## src/rtl/sdram_burst_arb.sv

```systemverilog
`default_nettype none
// ============================================================================
//  Module      : sdram_burst_arb
//  Description : Burst scheduler between the audio record/playback FIFOs and
//                the SDRAM controller command port. Arbitrates between write
//                (record) and read (playback) bursts from the FIFO fill levels,
//                issues one command at a time and owns the wrapping write and
//                read address pointers.
//  Ports       : clk, rst                 - control clock, sync active-high reset
//                init_done, rd_valid      - SDRAM ready / playback enable
//                wr_load, rd_load         - restart pointer at region minimum
//                wr_fifo_cnt, rd_fifo_cnt - FIFO fill levels
//                wr/rd_min/max_addr       - pointer regions (max exclusive)
//                burst_len                - words per burst (0 blocks grants)
//                cmd_ack, burst_done      - controller handshake
//                cmd_wr, cmd_rd, cmd_addr, cmd_len - command to controller
//                wr_addr, rd_addr, busy   - pointer and activity status
//  Revision    : 1.0 - initial release
// ============================================================================
module sdram_burst_arb #(
    parameter int ADDR_W     = 24,
    parameter int CNT_W      = 10,
    parameter int FIFO_DEPTH = 1024,
    parameter int WR_URGENT  = 768
) (
    input  logic              clk,
    input  logic              rst,
    input  logic              init_done,
    input  logic              rd_valid,
    input  logic              wr_load,
    input  logic              rd_load,
    input  logic [CNT_W-1:0]  wr_fifo_cnt,
    input  logic [CNT_W-1:0]  rd_fifo_cnt,
    input  logic [ADDR_W-1:0] wr_min_addr,
    input  logic [ADDR_W-1:0] wr_max_addr,
    input  logic [ADDR_W-1:0] rd_min_addr,
    input  logic [ADDR_W-1:0] rd_max_addr,
    input  logic [CNT_W-1:0]  burst_len,
    input  logic              cmd_ack,
    input  logic              burst_done,
    output logic              cmd_wr,
    output logic              cmd_rd,
    output logic [ADDR_W-1:0] cmd_addr,
    output logic [CNT_W-1:0]  cmd_len,
    output logic [ADDR_W-1:0] wr_addr,
    output logic [ADDR_W-1:0] rd_addr,
    output logic              busy
);

    localparam logic [1:0] c_st_idle  = 2'd0;
    localparam logic [1:0] c_st_req   = 2'd1;
    localparam logic [1:0] c_st_burst = 2'd2;

    localparam logic [CNT_W:0]   c_fifo_depth = (CNT_W+1)'(FIFO_DEPTH);
    localparam logic [CNT_W-1:0] c_wr_urgent  = CNT_W'(WR_URGENT);

    logic [1:0]        r_state;
    logic [1:0]        w_state_nxt;

    logic              r_cmd_wr;
    logic              r_cmd_rd;
    logic              r_busy;
    logic [ADDR_W-1:0] r_cmd_addr;
    logic [CNT_W-1:0]  r_cmd_len;
    logic [ADDR_W-1:0] r_wr_addr;
    logic [ADDR_W-1:0] r_rd_addr;
    logic              r_dir_wr;    // direction of the transaction in flight
    logic              r_last_wr;   // 1 = last grant was a write
    logic              r_wr_pend;   // deferred wr_load for an in-flight write
    logic              r_rd_pend;   // deferred rd_load for an in-flight read

    logic              w_gate;
    logic              w_wr_elig;
    logic              w_rd_elig;
    logic              w_wr_urgent;
    logic [CNT_W:0]    w_rd_sum;
    logic              w_grant_wr;
    logic              w_grant_rd;
    logic              w_take_grant;
    logic              w_finish;
    logic              w_wr_in_flight;
    logic              w_rd_in_flight;
    logic [ADDR_W:0]   w_wr_sum;
    logic [ADDR_W:0]   w_rd_next_sum;
    logic [ADDR_W-1:0] w_wr_step;
    logic [ADDR_W-1:0] w_rd_step;

    // ------------------------------------------------------------------------
    // Eligibility and arbitration (only acted upon in IDLE)
    // ------------------------------------------------------------------------
    assign w_gate      = init_done && (burst_len != '0);
    assign w_wr_elig   = w_gate && (wr_fifo_cnt >= burst_len);
    // rd_fifo_cnt <= FIFO_DEPTH - burst_len, rearranged as a sum so that a
    // burst_len larger than the FIFO cannot underflow.
    assign w_rd_sum    = {1'b0, rd_fifo_cnt} + {1'b0, burst_len};
    assign w_rd_elig   = w_gate && rd_valid && (w_rd_sum <= c_fifo_depth);
    assign w_wr_urgent = w_gate && (wr_fifo_cnt >= c_wr_urgent);

    // Urgent write overrides; on a tie the direction not granted last wins.
    assign w_grant_wr  = w_wr_urgent || (w_wr_elig && (!w_rd_elig || !r_last_wr));
    assign w_grant_rd  = !w_grant_wr && w_rd_elig;

    assign w_take_grant = (r_state == c_st_idle) && (w_grant_wr || w_grant_rd);
    assign w_finish     = (r_state == c_st_burst) && burst_done;

    assign w_wr_in_flight = (r_state != c_st_idle) && r_dir_wr;
    assign w_rd_in_flight = (r_state != c_st_idle) && !r_dir_wr;

    // ------------------------------------------------------------------------
    // Pointer advance, one bit wider so the wrap compare cannot overflow
    // ------------------------------------------------------------------------
    assign w_wr_sum      = {1'b0, r_wr_addr} + (ADDR_W+1)'(r_cmd_len);
    assign w_rd_next_sum = {1'b0, r_rd_addr} + (ADDR_W+1)'(r_cmd_len);
    assign w_wr_step     = (w_wr_sum >= {1'b0, wr_max_addr}) ? wr_min_addr
                                                             : w_wr_sum[ADDR_W-1:0];
    assign w_rd_step     = (w_rd_next_sum >= {1'b0, rd_max_addr}) ? rd_min_addr
                                                                  : w_rd_next_sum[ADDR_W-1:0];

    // ------------------------------------------------------------------------
    // State machine
    // ------------------------------------------------------------------------
    always_ff @(posedge clk) begin
        if (rst) begin
            r_state <= c_st_idle;
        end else begin
            r_state <= w_state_nxt;
        end
    end

    always_comb begin
        w_state_nxt = r_state;
        case (r_state)
            c_st_idle: begin
                if (w_grant_wr || w_grant_rd) begin
                    w_state_nxt = c_st_req;
                end
            end
            c_st_req: begin
                if (cmd_ack) begin
                    w_state_nxt = c_st_burst;
                end
            end
            c_st_burst: begin
                if (burst_done) begin
                    w_state_nxt = c_st_idle;
                end
            end
            default: begin
                w_state_nxt = c_st_idle;
            end
        endcase
    end

    // ------------------------------------------------------------------------
    // Command register and status
    // ------------------------------------------------------------------------
    always_ff @(posedge clk) begin
        if (rst) begin
            r_cmd_wr   <= 1'b0;
            r_cmd_rd   <= 1'b0;
            r_busy     <= 1'b0;
            r_cmd_addr <= '0;
            r_cmd_len  <= '0;
            r_dir_wr   <= 1'b0;
            r_last_wr  <= 1'b0;
        end else begin
            r_busy <= (w_state_nxt != c_st_idle);
            if (w_take_grant) begin
                r_cmd_wr   <= w_grant_wr;
                r_cmd_rd   <= !w_grant_wr;
                r_cmd_addr <= w_grant_wr ? r_wr_addr : r_rd_addr;
                r_cmd_len  <= burst_len;
                r_dir_wr   <= w_grant_wr;
                r_last_wr  <= w_grant_wr;
            end else if ((r_state == c_st_req) && cmd_ack) begin
                r_cmd_wr <= 1'b0;
                r_cmd_rd <= 1'b0;
            end
        end
    end

    // ------------------------------------------------------------------------
    // Address pointers. A load aimed at the in-flight direction is held off
    // until burst_done so the pointer always matches cmd_addr mid-transaction.
    // ------------------------------------------------------------------------
    always_ff @(posedge clk) begin
        if (rst) begin
            r_wr_addr <= wr_min_addr;
            r_wr_pend <= 1'b0;
        end else if (w_finish && r_dir_wr) begin
            r_wr_addr <= (r_wr_pend || wr_load) ? wr_min_addr : w_wr_step;
            r_wr_pend <= 1'b0;
        end else if (wr_load) begin
            if (w_wr_in_flight) begin
                r_wr_pend <= 1'b1;
            end else begin
                r_wr_addr <= wr_min_addr;
            end
        end
    end

    always_ff @(posedge clk) begin
        if (rst) begin
            r_rd_addr <= rd_min_addr;
            r_rd_pend <= 1'b0;
        end else if (w_finish && !r_dir_wr) begin
            r_rd_addr <= (r_rd_pend || rd_load) ? rd_min_addr : w_rd_step;
            r_rd_pend <= 1'b0;
        end else if (rd_load) begin
            if (w_rd_in_flight) begin
                r_rd_pend <= 1'b1;
            end else begin
                r_rd_addr <= rd_min_addr;
            end
        end
    end

    assign cmd_wr   = r_cmd_wr;
    assign cmd_rd   = r_cmd_rd;
    assign cmd_addr = r_cmd_addr;
    assign cmd_len  = r_cmd_len;
    assign wr_addr  = r_wr_addr;
    assign rd_addr  = r_rd_addr;
    assign busy     = r_busy;

endmodule
`default_nettype wire

```

## config.mk

```make
export PLATFORM = sky130hd
export DESIGN_NAME = sdram_burst_arb
export DESIGN_NICKNAME = d
export VERILOG_FILES = /design/src/rtl/sdram_burst_arb.sv
export SDC_FILE = /design/constraint.sdc
export NUM_CORES = 1
export LEC_CHECK = 0
export ABC_AREA = 1
export CAP_MARGIN = 20
export CELL_PAD_IN_SITES_DETAIL_PLACEMENT = 2
export CELL_PAD_IN_SITES_GLOBAL_PLACEMENT = 2
export CORE_MARGIN = 1
export CORE_UTILIZATION = 27
export CTS_BUF_LIST = sky130_fd_sc_hd__clkbuf_8
export DETAILED_ROUTE_END_ITERATION = 7
export PLACE_DENSITY_LB_ADDON = 0.1
export SLEW_MARGIN = 40
export SYNTH_ARGS = -nofsm -noshare
export SYNTH_HDL_FRONTEND = slang
export SYNTH_SLANG_ARGS = --single-unit
export TNS_END_PERCENT = 100
```

## constraint.sdc

```tcl
create_clock -name clk -period 4.73 [get_ports clk]
set_clock_uncertainty 0.05 [all_clocks]
set_input_delay 0.946 -clock clk [delete_from_list [all_inputs] [get_ports clk]]
set_output_delay 0.946 -clock clk [all_outputs]
set_load 0.02 [all_outputs]
```

==> results of run 1 <==
[layout by cell type (no fill, tap or decap), types with 3 or more instances in the layout]
cell type	instances
nor4_1	7
buf_4	15
a21oi_2	3
or2_2	3
a21o_1	6
buf_12	3
nand2_2	5
a211oi_1	5
nor3_1	9
dfxtp_1	41
nand3_2	5
xnor2_1	5
nand2_1	310
ha_1	87
xor2_1	33
inv_1	173
edfxtp_1	48
a21oi_1	74
nand4_1	24
clkbuf_8	9
o21ai_0	75
nand3_1	66
fa_1	3
clkdlybuf4s50_1	218
nor2_1	70
[metal layers]
metal	share of wire	vias to the layer above
met1	0.46	3903
met3	0.044	21
met5	0	-
met2	0.48	170
met4	0.014	0
li1	-	4066
[area by class of cell]
cell class | count | area (um2) | area share
multi-input combinational | 816 | 4671 | 0.4383
tap | 378 | 473.0 | 0.04438
clock inverter | 7 | 93.84 | 0.008806
sequential | 90 | 2283 | 0.2143
clock buffer | 9 | 123.9 | 0.01162
timing repair buffer | 236 | 2355 | 0.2210
inverter | 175 | 656.9 | 0.06164
[through the flow]
step	hold slack, ns	cells
CTS	0.4297	1711
global route	0.4448	1711
floorplan	0.3880	1107
finish	0.4248	1711
global placement	0.4037	1695
detailed placement	0.4147	1695
[kinds of logic after synthesis]
family          Yosys count
simple gates            505
buf+inv                 201
compound gates          181
fa+ha+maj                91
flops                    90
xor+xnor                 39
[state kept, by name, indices dropped and copies added, names as in the netlist, 2 cells and up]
| signal | count |
|---|---|
| cmd_len | 10 |
| rd_addr | 24 |
| r_state | 2 |
| wr_addr | 24 |
| cmd_addr | 24 |
[worst max-delay path, delay by kind of cell, from the launching register on]
family / cells / cell delay, ns
compound gates: 9 / 1.49
xor+xnor: 1 / 0.20
simple gates: 5 / 0.76
buf+inv: 3 / 0.36
flops: 1 / 0.47
fa+ha+maj: 2 / 0.68
[final timing paths]
| check | cells past startpoint | endpoint | start |
|---|---|---|---|
| worst max register to register | 20 | rd_addr[23] | rd_addr[4] |
| worst min-delay path | 2 | cmd_addr[19] | cmd_addr[19] |
| worst max-delay path | 20 | rd_addr[23] | rd_addr[4] |
| worst min register to register | 2 | cmd_addr[19] | cmd_addr[19] |
[report_power, final]
group | total (mW) | switching (mW) | internal (mW)
combinational | 1.30 | 0.762 | 0.541
clock | 0.620 | 0.323 | 0.297
sequential | 1.01 | 0.106 | 0.906
total | 2.94 | 1.19 | 1.74
[what timing repair did]
| item | in CTS | in global routing |
|---|---|---|
| endpoints found under the setup margin | 24 | 37 |
| hold buffers | 0 | 0 |
| resized for setup | 2 | 12 |
==> flow_summary.ini, run 1 <==
[logic_synthesis]
synth_common_cells = nand2_1 (312), inv_1 (173), ha_1 (88)
netlist_top_cells_area = edfxtp_1 (19%), nand2_1 (15%), ha_1 (14%)
synth_ff_type = edfxtp_1
synth_cells = 1107
yosysWarningCount = 0
synth_xor_area_frac = 0.04432
synth_cell_types = 41
synthSimpleGateAreaFrac = 0.2778
muxShareOfSynthArea = 0
yosysMostFrequentCell = nand2_1
synth_compound_area_frac = 0.1266
async_reset_ff_frac = 0
synth_top_area_share = 0.1870
synth_top_family_by_area = simple AND/OR/NAND/NOR gates
ys_seq_area_frac = 0.2961
synthAdderAreaFrac = 0.1506
synth_area_leader_cell = edfxtp_1
syn_nets = 1332
synth_edf_count = 48
syn_area_um2 = 7707
syn_area_per_cell_um2 = 6.962
ys_ff_latch = 90

[outcome]
status = complete, no violations

[floorplanning]
num_io_pins = 219
core_um2 = 27930
start_util = 0.2759
rows = 61
die_w_um = 171.0
dieArea_um2 = 29230
die_height_um = 171.0

[clock_network]
clock_path_buffers = 2
h-tree-depth = 3
post_cts_buffers = 0
cts_tree = yes
clkTransAtPathRegs_ns = 0.11
cts.sinks = 90
clock_latency_ns = 0.39
cts_root_buf = clkbuf_8
cts_buffers = 9

[setup_path]
crit_path_start_kind = flop
required_ns = 4.81
slowest_stage = edfxtp_1
cp-end-kind = flop
cp_common_cell = o21ai_0
arrival_ns = 4.39
crit_chain = ha_1 > inv_2 > nor3_1 > a21oi_2 > o21ai_0 > a21boi_1 > nor2_1 > xor2_1 > inv_1 > ha_1 > nand2_1 > o21ai_0 > a21oi_1 > o21a_1 > a21boi_0 > o21ai_0 > nand2_2 > nand3_2 > buf_12 > o21ai_0
crit_path_max_fanout = 43
reg2reg_slack_ns = 0.42
critPathMaxStageDelay_ns = 0.47
path_class = reg2reg

[finish]
fin_area_um2 = 10660
n_antenna_cell = 0
area_growth_pct = 38.26
nets = 1553
final_core_util = 0.3815
fillers = 3378
drive_above_1_share = 0.04726

[sta]
rsz0062_at_grt = no
slew_violations = 0
min_period_ns = 4.306
post-route-period-util = 0.9103
hold_viol = 0
relSlewSlack = 0.5553
max_freq_ghz = 0.2323
worst_pin_slew_ns = 0.6640
setup_tns_ns = 0
fin_ws_ns = 0.4245
setup_viol = 0

[drt]
wire_per_inst_um = 18.32
drc_errors = 0
drt-total-wl_mm = 31.35
ant_nets = 0
first_pass_iters = 4
drtIter0Drc = 294
num_vias = 8160
via_per_inst = 4.769

[global_routing]
antenna_found_initial = 0
top_usage_layer = met2
met2_usage = 0.3792
grt_pass1_vias = 8807
grt_pass1_wl_mm = 48.48
overflow = 0
grt.met3_usage = 0.01851
use_met1 = 0.2882
grt.total_usage = 0.2177
grt_max_degree = 44

[placement]
pre_cts_slack_ns = -0.1423
place_congestion = 0.8299
portBuffers = 218
post-dp-hpwl_mm = 26.29
dpl-instance-area_um2 = 10400

[pwr]
p_leak_nw = 5.116
power.density_nw_per_um2 = 275.5
vdd_drop_max_mv = 0.09234
p_total_mw = 2.936

[run]
cap_violations = 0

[worst_hold_path]
worstHoldPathType = reg2reg
(Power assumes the default switching activity.)
==> run 2, diff against run 1 <==
- clock period: 4.73 -> 4.2 ns (I/O delays scaled with it)
==> run 2 against run 1 <==
  * Utilization increased by 2.6 points
  * Clock power decreased by 10%
  * Wire length up 7.0%
  * Worst hold slack hardly changed
  * Final area increased by 6.8%
  * Non-clock buffer count grew 53
  * Largest power group unchanged
==> flow_summary.ini, run 2 (synthesized netlist as in run 1, its figures left out) <==
[clock_network]
cts_buffers = 9
clock_path_buffers = 2
ctsHoldBuffers = 0
cts_tree = yes
clkTransAtPathRegs_ns = 0.11
clock_latency_ns = 0.39
h-tree-depth = 3
cts_root_buf = clkbuf_8
cts.sinks = 90

[drt]
via_per_inst = 4.792
first_pass_iters = 5
num_vias = 8449
ant_nets = 0
drt-total-wl_mm = 33.56
drtIter0Drc = 362
drc_errors = 0
wire_per_inst_um = 19.04

[floorplanning]
die_height_um = 171.0
dieArea_um2 = 29230
start_util = 0.2759
die_w_um = 171.0
core_um2 = 27930
rows = 61
num_io_pins = 219

[sta]
whs_ns = 0.4250
hold_viol = 0
worst_pin_slew_ns = 0.6355
setup_viol = 0
relSlewSlack = 0.5757
slew_violations = 0
fin_ws_ns = 0.04358
max_freq_ghz = 0.2406
post-route-period-util = 0.9896
min_period_ns = 4.156

[pwr]
vdd_drop_max_mv = 0.1348
p_clk_frac = 0.167
power.density_nw_per_um2 = 293.7
p_total_mw = 3.341
internal-power_mw = 1.943
swShare = 0.4185
power_switching_mw = 1.398
seqPwrFrac = 0.341
p_leak_nw = 5.399
p_comb_frac = 0.492

[setup_path]
cp-end-kind = flop
required_ns = 4.28
critPathMaxStageDelay_ns = 0.48
path_class = reg2reg
arrival_ns = 4.24
crit_path_start_kind = flop
crit_path_max_fanout = 11
crit_chain = ha_2 > a21oi_1 > o21ai_0 > nand2_1 > o21ai_4 > nand4_1 > buf_4 > o21ai_0 > nand2_1 > ha_1 > nand2_1 > nor4_2 > a31oi_2 > nand3_4 > clkbuf_16 > o21ai_0
slowest_stage = edfxtp_1

[global_routing]
antenna_found_initial = 0
grt_max_degree = 44
grt.total_usage = 0.2200
grt_pass1_wl_mm = 49.20
grt_pass1_vias = 9047
overflow = 0

[placement]
place_congestion = 0.8279
portBuffers = 218
pre_cts_slack_ns = -0.4459
dp.cells = 1722
post-dp-hpwl_mm = 26.16
dpl-instance-area_um2 = 10580

[finish]
fin_area_um2 = 11380
layout_commonest_cell = nand2_1
final_cell_mix = nand2_1 (308), clkdlybuf4s50_1 (218), inv_1 (175)
n_antenna_cell = 0
drive_above_1_share = 0.1119
area_growth_pct = 47.61
stdcell_count = 1763
nets = 1606

[worst_hold_path]
worstHoldPathType = reg2reg

[outcome]
status = complete, no violations

[run]
cap_violations = 0
-- run 2: cell types whose count changed in the layout (fill, tap and decap cells not counted), sizes merged --
cell,delta
clkbuf,+3
bufinv,-2
clkinvlp,-1
buf,+50
inv,+2
-- run 2: worst paths after layout --
kind / startpoint / end / slack (ns) / cells after the start
max: rd_addr[7] / rd_addr[4] / 0.04 / 16
min: cmd_addr[19] / cmd_addr[19] / 0.43 / 2
max reg2reg: rd_addr[7] / rd_addr[4] / 0.04 / 16
min reg2reg: cmd_addr[19] / cmd_addr[19] / 0.43 / 2
-- run 2: metrics by stage --
step	util	TNS (ns)
2_1_floorplan	-	0
3_3_place_gp	0.3788	-8.752
3_5_place_dp	0.3788	-9.838
4_1_cts	0.3859	0
5_1_grt	0.4073	-2.878
6_report	0.4073	0
-- run 2: layer usage --
layer	up-vias	track usage	wire length, um
met1	4095	0.2947	15430
met4	0	0.04503	425
met2	158	0.3851	16670
met3	25	0.01689	1039
li1	4171	-	-
met5	-	0	0
-- run 2: repair_timing --
| item | CTS | global route |
|---|---|---|
| gates resized for setup | 10 | 71 |
| buffers inserted | 1 | 20 |
| gates cloned | 0 | 5 |
| pin swaps | 0 | 11 |
| endpoints found under the setup margin | 24 | 48 |
-- run 2: power groups by stage --
stage / Clock [mW] / Sequential, mW / Combinational, mW
2_1_floorplan: 0 / 1.20 / 0.761
3_3_place_gp: 0 / 1.15 / 1.45
3_5_place_dp: 0 / 1.15 / 1.51
4_1_cts: 0.571 / 1.13 / 1.53
5_1_grt: 0.595 / 1.15 / 1.82
6_report: 0.557 / 1.14 / 1.64
-- run 2: area by class of cell --
| cell class | count | area [um2] |
|---|---|---|
| clock inverters | 6 | 28.78 |
| fillers | 3254 | 16560 |
| well taps | 378 | 473.0 |
| flip-flops and latches | 90 | 2290 |
| multi-input cells | 816 | 4990 |
| repair buffers | 289 | 2815 |
| clock buffers | 9 | 123.9 |
| inverters | 175 | 656.9 |
-- run 2: worst max-delay path: cells and delay by family, from the launching register on --
kind | cells | cell delay (ns)
compound gates | 6 | 0.91
fa+ha+maj | 2 | 0.78
buf+inv | 2 | 0.40
flops | 1 | 0.48
simple gates | 6 | 1.28
==> run 3, diff against run 2 <==
- CTS_CLUSTER_SIZE: unset -> 24
==> results of run 3 <==
Same layout as run 2: the final DEF is identical, and so are final timing and power.
